--- config.mk ---
export PLATFORM = sky130hd
export DESIGN_NAME = e_md_iter
export DESIGN_NICKNAME = d
export VERILOG_FILES = /design/src/rtl/md_pkg.sv /design/src/rtl/e_md_signfix.sv /design/src/rtl/e_md_iter.sv
export SDC_FILE = /design/constraint.sdc
export NUM_CORES = 1
export LEC_CHECK = 0
export CAP_MARGIN = 20
export CELL_PAD_IN_SITES_DETAIL_PLACEMENT = 0
export CELL_PAD_IN_SITES_GLOBAL_PLACEMENT = 1
export CORE_ASPECT_RATIO = 1.1
export CORE_MARGIN = 5
export CORE_UTILIZATION = 44
export CTS_CLUSTER_SIZE = 28
export DETAILED_ROUTE_END_ITERATION = 8
export PLACE_DENSITY = 0.82
export SLEW_MARGIN = 20
export SYNTH_ARGS = -nofsm -noshare
export SYNTH_HDL_FRONTEND = slang
export SYNTH_HIERARCHICAL = 1
export SYNTH_SLANG_ARGS = --single-unit
--- constraint.sdc ---
create_clock -name clk -period 3.7 [get_ports clk]
set_input_delay 0.74 -clock clk [delete_from_list [all_inputs] [get_ports clk]]
set_output_delay 0.74 -clock clk [all_outputs]
set_load 0.02 [all_outputs]
--- src/rtl/md_pkg.sv ---
// md_pkg - shared definitions for the E-stage iterative multiply/divide unit.
//   Opcode encodings (MD_MULT, MD_MULTU, MD_DIV, MD_DIVU), controller state
//   encodings (ST_IDLE, ST_RUN, ST_FIX), the default operand width and the
//   iteration count / counter width defaults.
package md_pkg;

  localparam int MD_WIDTH = 32;        // default operand width
  localparam int MD_ITER  = MD_WIDTH;  // one iteration per operand bit
  localparam int MD_CNT_W = 6;         // 2**MD_CNT_W must exceed MD_ITER

  typedef enum logic [1:0] {
    MD_MULT  = 2'd0,
    MD_MULTU = 2'd1,
    MD_DIV   = 2'd2,
    MD_DIVU  = 2'd3
  } md_op_e;

  typedef enum logic [1:0] {
    ST_IDLE = 2'd0,
    ST_RUN  = 2'd1,
    ST_FIX  = 2'd2
  } md_state_e;

endpackage

--- src/rtl/e_md_signfix.sv ---
// e_md_signfix - combinational sign correction for the iterative MD engine.
//   The iteration runs on magnitudes; this block turns the raw unsigned
//   {hi,lo} into the architectural signed result.
// Ports:
//   raw_hi, raw_lo  in   unsigned product halves / remainder,quotient
//   op              in   opcode of the operation being finished
//   sign_a, sign_b  in   operand signs (already zero for unsigned ops)
//   fix_hi, fix_lo  out  sign-corrected {hi,lo}
module e_md_signfix
  import md_pkg::*;
#(
  parameter int WIDTH = MD_WIDTH
) (
  input  logic [WIDTH-1:0] raw_hi,
  input  logic [WIDTH-1:0] raw_lo,
  input  md_op_e           op,
  input  logic             sign_a,
  input  logic             sign_b,
  output logic [WIDTH-1:0] fix_hi,
  output logic [WIDTH-1:0] fix_lo
);

  logic [2*WIDTH-1:0] prod_neg;
  assign prod_neg = -{raw_hi, raw_lo};

  always_comb begin
    fix_hi = raw_hi;
    fix_lo = raw_lo;
    case (op)
      MD_MULT: begin
        if (sign_a ^ sign_b) begin
          {fix_hi, fix_lo} = prod_neg;
        end
      end
      MD_DIV: begin
        // Quotient sign is the xor of the operand signs; the remainder
        // follows the dividend.
        if (sign_a ^ sign_b) begin
          fix_lo = -raw_lo;
        end
        if (sign_a) begin
          fix_hi = -raw_hi;
        end
      end
      default: ;
    endcase
  end

endmodule

--- src/rtl/e_md_iter.sv ---
// e_md_iter - iterative radix-2 multiply / restoring divide engine.
//   start is accepted only in IDLE; the engine then runs WIDTH iterations
//   (RUN) on operand magnitudes and applies signs in FIX. done pulses for
//   one cycle when hi/lo are updated; start-to-done latency is WIDTH+2.
//   Division by zero yields lo=all ones, hi=dividend as presented.
// Optional build macro: MD_EARLY_OUT_EN - multiplies with a zero operand and
//   divides by zero finish at the first RUN edge (done two cycles after
//   start). Without it every operation takes the full latency.
// Ports:
//   clk, reset     clock, synchronous active-high reset
//   start, op      one-cycle request and opcode (0 mult,1 multu,2 div,3 divu)
//   src_a, src_b   multiplicand/dividend, multiplier/divisor
//   cancel         abort in RUN/FIX, no done, hi/lo untouched
//   busy, done     busy while an operation is in flight; done pulse
//   hi, lo         result: product high/low or remainder/quotient
module e_md_iter
  import md_pkg::*;
#(
  parameter int WIDTH = MD_WIDTH,
  parameter int CNT_W = MD_CNT_W
) (
  input  logic             clk,
  input  logic             reset,
  input  logic             start,
  input  logic [1:0]       op,
  input  logic [WIDTH-1:0] src_a,
  input  logic [WIDTH-1:0] src_b,
  input  logic             cancel,
  output logic             busy,
  output logic             done,
  output logic [WIDTH-1:0] hi,
  output logic [WIDTH-1:0] lo
);

  md_state_e          state_q, state_d;
  md_op_e             op_q, op_d;
  logic               sign_a_q, sign_a_d;
  logic               sign_b_q, sign_b_d;
  logic               divzero_q, divzero_d;
  logic [CNT_W-1:0]   cnt_q, cnt_d;
  logic [2*WIDTH-1:0] acc_q, acc_d;
  logic [WIDTH-1:0]   opnd_q, opnd_d;     // multiplicand or divisor magnitude
  logic [WIDTH-1:0]   src_a_q, src_a_d;   // dividend as presented, for /0
  logic [WIDTH-1:0]   hi_q, hi_d;
  logic [WIDTH-1:0]   lo_q, lo_d;
  logic               done_q, done_d;
`ifdef MD_EARLY_OUT_EN
  logic               early_q, early_d;
`endif

  // Request decode
  logic             in_signed, in_is_div, in_sign_a, in_sign_b;
  logic [WIDTH-1:0] mag_a, mag_b;

  assign in_signed = (op == 2'(MD_MULT)) || (op == 2'(MD_DIV));
  assign in_is_div = op[1];
  assign in_sign_a = in_signed & src_a[WIDTH-1];
  assign in_sign_b = in_signed & src_b[WIDTH-1];
  assign mag_a     = in_sign_a ? -src_a : src_a;
  assign mag_b     = in_sign_b ? -src_b : src_b;

  // Multiply step: acc = {partial, multiplier}; add on multiplier LSB,
  // then shift right keeping the carry out of the add.
  logic [WIDTH:0]     mul_sum;
  logic [2*WIDTH-1:0] mul_next;
  assign mul_sum  = {1'b0, acc_q[2*WIDTH-1:WIDTH]} + (acc_q[0] ? {1'b0, opnd_q} : '0);
  assign mul_next = {mul_sum, acc_q[WIDTH-1:1]};

  // Divide step: acc = {rem, quot}. The shifted remainder needs one extra
  // bit because it can reach twice the divisor before the compare.
  logic [WIDTH:0]     rem_sh, rem_sub;
  logic               rem_ge;
  logic [2*WIDTH-1:0] div_next;
  assign rem_sh   = acc_q[2*WIDTH-1:WIDTH-1];
  assign rem_ge   = rem_sh >= {1'b0, opnd_q};
  assign rem_sub  = rem_sh - {1'b0, opnd_q};
  assign div_next = rem_ge ? {rem_sub[WIDTH-1:0], acc_q[WIDTH-2:0], 1'b1}
                           : {rem_sh[WIDTH-1:0],  acc_q[WIDTH-2:0], 1'b0};

  logic op_is_div;
  assign op_is_div = (op_q == MD_DIV) || (op_q == MD_DIVU);

  logic [WIDTH-1:0] fix_hi, fix_lo, res_hi, res_lo;

  e_md_signfix #(.WIDTH(WIDTH)) u_signfix (
    .raw_hi (acc_q[2*WIDTH-1:WIDTH]),
    .raw_lo (acc_q[WIDTH-1:0]),
    .op     (op_q),
    .sign_a (sign_a_q),
    .sign_b (sign_b_q),
    .fix_hi (fix_hi),
    .fix_lo (fix_lo)
  );

  // Division by zero overrides whatever the iteration produced.
  assign res_hi = divzero_q ? src_a_q : fix_hi;
  assign res_lo = divzero_q ? '1      : fix_lo;

  always_comb begin
    state_d   = state_q;
    op_d      = op_q;
    sign_a_d  = sign_a_q;
    sign_b_d  = sign_b_q;
    divzero_d = divzero_q;
    cnt_d     = cnt_q;
    acc_d     = acc_q;
    opnd_d    = opnd_q;
    src_a_d   = src_a_q;
    hi_d      = hi_q;
    lo_d      = lo_q;
    done_d    = 1'b0;
`ifdef MD_EARLY_OUT_EN
    early_d   = early_q;
`endif
    case (state_q)
      ST_IDLE: begin
        // start beats cancel here; cancel alone is a no-op in IDLE.
        if (start) begin
          op_d      = md_op_e'(op);
          sign_a_d  = in_sign_a;
          sign_b_d  = in_sign_b;
          src_a_d   = src_a;
          divzero_d = in_is_div && (src_b == '0);
          cnt_d     = CNT_W'(WIDTH);
          opnd_d    = in_is_div ? mag_b : mag_a;
          acc_d     = {{WIDTH{1'b0}}, (in_is_div ? mag_a : mag_b)};
          state_d   = ST_RUN;
`ifdef MD_EARLY_OUT_EN
          early_d   = in_is_div ? (src_b == '0)
                                : ((src_a == '0) || (src_b == '0));
`endif
        end
      end
      ST_RUN: begin
        if (cancel) begin
          cnt_d   = '0;
          state_d = ST_IDLE;
        end
`ifdef MD_EARLY_OUT_EN
        else if (early_q) begin
          // Only two cases reach here: zero product or division by zero.
          hi_d    = divzero_q ? src_a_q : '0;
          lo_d    = divzero_q ? '1 : '0;
          done_d  = 1'b1;
          cnt_d   = '0;
          state_d = ST_IDLE;
        end
`endif
        else begin
          acc_d = op_is_div ? div_next : mul_next;
          cnt_d = cnt_q - 1'b1;
          if (cnt_q == CNT_W'(1)) begin
            state_d = ST_FIX;
          end
        end
      end
      ST_FIX: begin
        if (!cancel) begin
          hi_d   = res_hi;
          lo_d   = res_lo;
          done_d = 1'b1;
        end
        state_d = ST_IDLE;
      end
      default: state_d = ST_IDLE;
    endcase
  end

  always_ff @(posedge clk) begin
    if (reset) begin
      state_q   <= ST_IDLE;
      op_q      <= MD_MULT;
      sign_a_q  <= 1'b0;
      sign_b_q  <= 1'b0;
      divzero_q <= 1'b0;
      cnt_q     <= '0;
      acc_q     <= '0;
      opnd_q    <= '0;
      src_a_q   <= '0;
      hi_q      <= '0;
      lo_q      <= '0;
      done_q    <= 1'b0;
`ifdef MD_EARLY_OUT_EN
      early_q   <= 1'b0;
`endif
    end else begin
      state_q   <= state_d;
      op_q      <= op_d;
      sign_a_q  <= sign_a_d;
      sign_b_q  <= sign_b_d;
      divzero_q <= divzero_d;
      cnt_q     <= cnt_d;
      acc_q     <= acc_d;
      opnd_q    <= opnd_d;
      src_a_q   <= src_a_d;
      hi_q      <= hi_d;
      lo_q      <= lo_d;
      done_q    <= done_d;
`ifdef MD_EARLY_OUT_EN
      early_q   <= early_d;
`endif
    end
  end

  assign busy = (state_q != ST_IDLE);
  assign done = done_q;
  assign hi   = hi_q;
  assign lo   = lo_q;

endmodule
# --- Word level (Yosys, flattened, before mapping) ---
# Index checks and enable logic that the tools add are counted.
word_totals:
  elab_cells: 76
  in_bits: 70
  reg_bits: 206
  output_inout_bits: 66
op_classes:
  reduce_logical: 15
  addsub: 8
  bitwise_logic: 5
  eq_ne: 9
  magnitude_cmp: 1
  mux: 26
ops:
  columns: ["operator", "n"]
  rows:
  - ["2-to-1 mux 32 bit", 11]
  - ["2-to-1 mux 64 bit", 4]
  - ["negation 32 bit", 4]
  - ["one-hot mux 32 bit (2 select lines)", 2]
  - ["one-hot mux 64 bit (2 select lines)", 1]
  - ["negation 64 bit", 1]
  - ["adder 32 x 32 -> 33 bit", 1]
  - [">= comparator 33 x 32 -> 1 bit", 1]
  - ["logical NOT 32 bit", 1]
  - ["subtractor 32 bit", 1]
  - ["2-to-1 mux 6 bit", 2]
  - ["one-hot mux 6 bit (2 select lines)", 1]
  - ["equality test 2 bit (second input constant)", 4]
  - ["AND reduction 2 bit", 4]
  - ["equality test 6 x 1 -> 1 bit (second input constant)", 1]
  - ["logical NOT 2 bit", 3]
  - ["2-to-1 mux 2 bit", 3]
  - ["subtractor 6 x 1 -> 6 bit (second input constant)", 1]
  - ["inequality test 2 bit (second input constant)", 2]
  - ["one-hot mux 2 bit (2 select lines)", 1]
  - ["nonzero test 2 bit", 2]
  - ["inequality test 3 bit (second input constant)", 1]
  - ["AND reduction 3 bit", 1]
  - ["AND 1 bit", 2]
  - ["other kinds (7)", 9]

# --- Longest topological paths before layout ---
depth:
  word_depth: 7
  depth_mapped: 13
  depth_no_buf: 13

# --- By module ---
# Netlist, hierarchy kept.
by_module_without_submodules:
  columns: ["module", "cells_each", "instances", "seq_area_each_um2", "area_per_inst_um2"]
  rows:
  - ["e_md_iter", 1870, 1, 4124.0, 14082.3]
  - ["e_md_signfix", 266, 1, 0.0, 1661.6]

# --- Worst setup path after synthesis ---
# No wires, ideal clock.
synth_path:
  path_type: "register to register"
  startpoint: "reg acc_q[0]"
  endpoint: "reg acc_q[61]"
  path_stages_with_launch: 13
  required_time_ns: 3.567
  setup_ns: 0.133
  arrival_time_ns: 2.972
  period_less_slack_ns: 3.105
  path_buffers: 1
  slack_ns: 0.595
  cell_sequence: "dfxtp_1 > clkbuf_1 > nand2_1 > fa_1 > nor2b_1 > nor3_1 > o21ai_0 > a31o_2 > a41oi_1 > o311a_1 > or2_2 > o211ai_1 > o211ai_1"
synth_via:
  elab_chain_cells: 5
synth_rtl:
  columns: ["element", "line_no", "rtl"]
  rows:
  - ["start: declaration", "e_md_iter.sv:41", "logic [2*WIDTH-1:0] acc_q, acc_d;"]
  - ["start signal: assignment", "e_md_iter.sv:177", "acc_q <= '0;"]
  - ["start signal: assignment", "e_md_iter.sv:193", "acc_q <= acc_d;"]
  - ["2-to-1 mux 32 bit", "e_md_iter.sv:66", "assign mul_sum = {1'b0, acc_q[2*WIDTH-1:WIDTH]} + (acc_q[0] ? {1'b0, opnd_q} : '0);"]
  - ["adder 32 x 32 -> 33 bit", "e_md_iter.sv:66", null]
  - ["2-to-1 mux 64 bit", "e_md_iter.sv:150", "acc_d = op_is_div ? div_next : mul_next;"]
  - ["2-to-1 mux 64 bit", "e_md_iter.sv:135", "if (cancel) begin"]
  - ["one-hot mux 64 bit (2 select lines)", "e_md_iter.sv:115", "case (state_q)"]
# No other way between the ends. The select of a mux whose other input is x is not followed.
# A chain may end at the register's enable or synchronous reset.

# --- Worst setup path in the final report ---
layout_path:
  startpoint: "reg acc_q[12]"
  endpoint: "reg hi_q[25] (netlist: hi[25])"
layout_via:
  elab_chain_cells: 4
layout_rtl:
  columns: ["element", "line_no", "rtl"]
  rows:
  - ["negation 64 bit", "e_md_signfix.sv:24", "assign prod_neg = -{raw_hi, raw_lo};"]
  - ["2-to-1 mux 32 bit", "e_md_signfix.sv:31", "if (sign_a ^ sign_b) begin"]
  - ["one-hot mux 32 bit (2 select lines)", "e_md_signfix.sv:29", "case (op)"]
  - ["named net fix_hi[25]", "e_md_iter.sv:83", "logic [WIDTH-1:0] fix_hi, fix_lo, res_hi, res_lo;"]
  - ["2-to-1 mux 32 bit", "e_md_iter.sv:96", "assign res_hi = divzero_q ? src_a_q : fix_hi;"]
  - ["end signal: assignment", "e_md_iter.sv:196", "hi_q <= hi_d;"]
  - ["end: declaration", "e_md_iter.sv:44", "logic [WIDTH-1:0] hi_q, hi_d;"]
# The timed path passes the listed nets, and every way through them passes these cells.

==> results <==
power by group through the flow:
stage	clock network (mW)	logic [mW]	registers, mW
final	2.84	1.66	2.42
after global routing	2.97	1.79	2.42
after CTS	2.88	1.63	2.41
after detailed placement	0	1.62	2.46
after global placement	0	1.61	2.46
after floorplan	0	1.02	2.45
per-stage QoR:
stage	cells	utilization	setup slack, ns
after floorplan	2136	-	0.595
after global placement	2745	0.517	0.169
after detailed placement	2745	0.517	0.187
after CTS	2789	0.544	0.201
after global routing	2789	0.544	0.0116
final	2789	0.544	0.113
repair_timing:
action	CTS	global route
resized for setup	0	1
setup buffers	0	0
endpoints found under the setup margin	0	1
state kept, by name, summed over array words and instances, names as in the netlist:
name       flops
state_q        2
lo            32
hi            32
src_a_q       32
divzero_q      1
opnd_q        32
acc_q         64
sign_a_q       1
cnt_q          6
sign_b_q       1
done           1
op_q           2
area by class of cell:
class	instances	area, um2
fillers	3418	16100
multi-input cells	1733	10900
flip-flops and latches	206	4130
repair buffers	261	2370
clock buffers	30	653
well taps	481	602
clock inverters	14	284
inverters	64	240
per-layer routing:
layer  wire [um]  global-route usage  vias up
met5           0                   0        -
met3        3980              0.0417      131
met1       25400               0.373     7727
li1            -                   -     7948
met2       27200               0.464      650
met4        3490               0.148        0
worst register-to-register path, stage by stage (launching register included):
cell	delay, ns
dfxtp_1	0.31
nor4_1	0.90
nand4_1	0.43
or4_1	0.75
o21ai_1	0.40
o211ai_1	0.17
xor2_1	0.21
mux2i_1	0.11
a211oi_1	0.22
path summary, 6_finish.rpt:
kind	from	end	cells after the start	slack (ns)
max	acc_q[12]	hi[25]	8	0.11
min	src_a_q[13]	src_a_q[13]	2	0.46
max reg2reg	acc_q[12]	hi[25]	8	0.11
min reg2reg	src_a_q[13]	src_a_q[13]	2	0.46
kinds of logic after synthesis:
kind of cell / count (synthesis) / share of synthesized area
buffers and inverters: 197 / 0.0478
adders and majority gates: 72 / 0.0582
xor gates and xnor gates: 170 / 0.0946
AOI/OAI and AO/OA: 577 / 0.229
DFF: 206 / 0.262
muxes: 111 / 0.0710
and+or+nand+nor: 803 / 0.237
cell usage in the layout (no fill, tap or decap), drive strengths merged, types with 10 or more instances in the layout:
cell,count
dfxtp,206
nor3,124
or3,16
nor2b,10
o21a,11
a211oi,62
and2,40
inv,63
and3,11
nor2,251
xor2,70
clkdlybuf4s50,133
o21ai,133
o211ai,13
nand3,27
xnor2,100
a21oi,189
a31oi,19
clkbuf,30
nand2b,15
nand2,233
or4,12
o31ai,24
o22ai,15
ha,70
a21o,29
nand4,21
a22oi,15
mux2i,106
buf,128
nor4,17
==> flow_summary_export.csv <==
group,metric,value,unit
outcome,status,"completed",
yosys,synth.most_common_cell,"nor2_1",
yosys,synth_common_cells,"251 x nor2_1, 232 x nand2_1, 206 x dfxtp_1, 189 x a21oi_1, 128 x o21ai_0",
clock_network,root_buffer,"clkbuf_16",
route,drt-initial-drc-count,1493,
route,postRouteWirelength,60000,um
floorplan,die_w,190,um
critical_path,crit_buf_inv,0,
critical_path,cpPeakStageDelay,0.90,ns
timing,finalHoldViolCount,0,
yosys,yosysSeqAreaShare,0.262,
place,place_area,18200,um2
clock_network,clk_pin_slew,0.06,ns
critical_path,cp-end-kind,"flip-flop",
global_route,grt_pass1_vias,15571,
global_route,grt_use_total,0.288,
pwr,pwr-share-comb,0.239,
timing,worst_slew_margin_rel,0.289,
pwr,powerDensity,361,nW/um2
route,via_per_inst,5.90,
timing,fin_crit,3.59,ns
critical_path,cp_max_fo,5,
route,drc,0,
yosys,yosys.area.top_type,"dfxtp_1",
run,maxCapViolations,0,
critical_path,crit_arrival,4.04,ns
yosys,avgSynthCellArea,7.37,um2
critical_path,crit_chain,"nor4_1, nand4_1, or4_1, o21ai_1, o211ai_1, xor2_1, mux2i_1, a211oi_1",
critical_path,cp_slowest_cell,"nor4_1",
pwr,p_sw,2.15,mW
critical_path,crit_type,"flip-flop to flip-flop",
place,numPortBuffers,135,
timing,whs,0.455,ns
min_path,hold_path_class,"flip-flop to flip-flop",
yosys,synth_warnings,6,
route,antenna_left,0,
pwr,seq_power_share,0.350,
timing,setup_viol_count_final,0,
clock_network,insertion_delay,0.55,ns
yosys,synth_area_leaders,"dfxtp_1 26%, mux2i_1 6.7%, a21oi_1 6.0%, nor2_1 6.0%, ha_1 5.6%",
yosys,syn_area,15700,um2
layout,final_area,19200,um2
critical_path,start_kind,"flip-flop",
global_route,grt_max_degree,150,
floorplan,dieHeight,208,um
floorplan,io_pins,136,
layout,layout.nets,2432,
timing,max_freq,0.279,GHz
yosys,synth_seq_cells,206,
clock_network,hold_buffers,0,
yosys,synth_edf_count,0,
route,vias,16456,
yosys,yosysUniqueCellTypes,79,
route,routedWlPerCell,21.5,um
yosys,synth_top_area_share,0.262,
yosys,synth_cells,2136,
place,hpwl,46300,um
global_route,antenna_found_initial,1,
yosys,syn-num-nets,2278,
place,gp_congestion,0.947,
layout,antenna_cells,0,
clock_network,cts-buffers-inserted,24,
global_route,overflow,0,
critical_path,crit_family,"simple AND/OR/NAND/NOR gates",
yosys,synthFlopType,"dfxtp_1",
pwr,switching_share,0.310,
timing,fin_tns_setup,0,ns
pwr,total_power,6.91,mW
timing,slew_violations,0,
clock_network,htreeDepth,1,
floorplan,row_count,72,
floorplan,start_util,0.447,
global_route,grt_pass1_wl,90500,um
timing,min_period_over_period,0.969,
route,firstDrtPassIters,5,
layout,drive_above_1_share,0.0932,
pwr,vdd_drop_max,0.000316,V
pwr,p_clk_frac,0.411,
timing,finalClockSkew,0.0107,ns
clock_network,numClockSinks,206,
critical_path,required,4.16,ns
floorplan,design.die.area,39700,um2
yosys,synthArstFlopShare,0,
timing,worst_pin_slew,1.06,ns
pwr,power.internal,4.77,mW
layout,area_delta_synth_final,21.7,%
clock_network,clock_path_buffers,3,
clock_network,tritoncts,"yes",
pwr,leakage,7.53,nW
timing,rsz0062_at_grt,"false",
floorplan,coreArea,35200,um2
(Power assumes the default switching activity.)
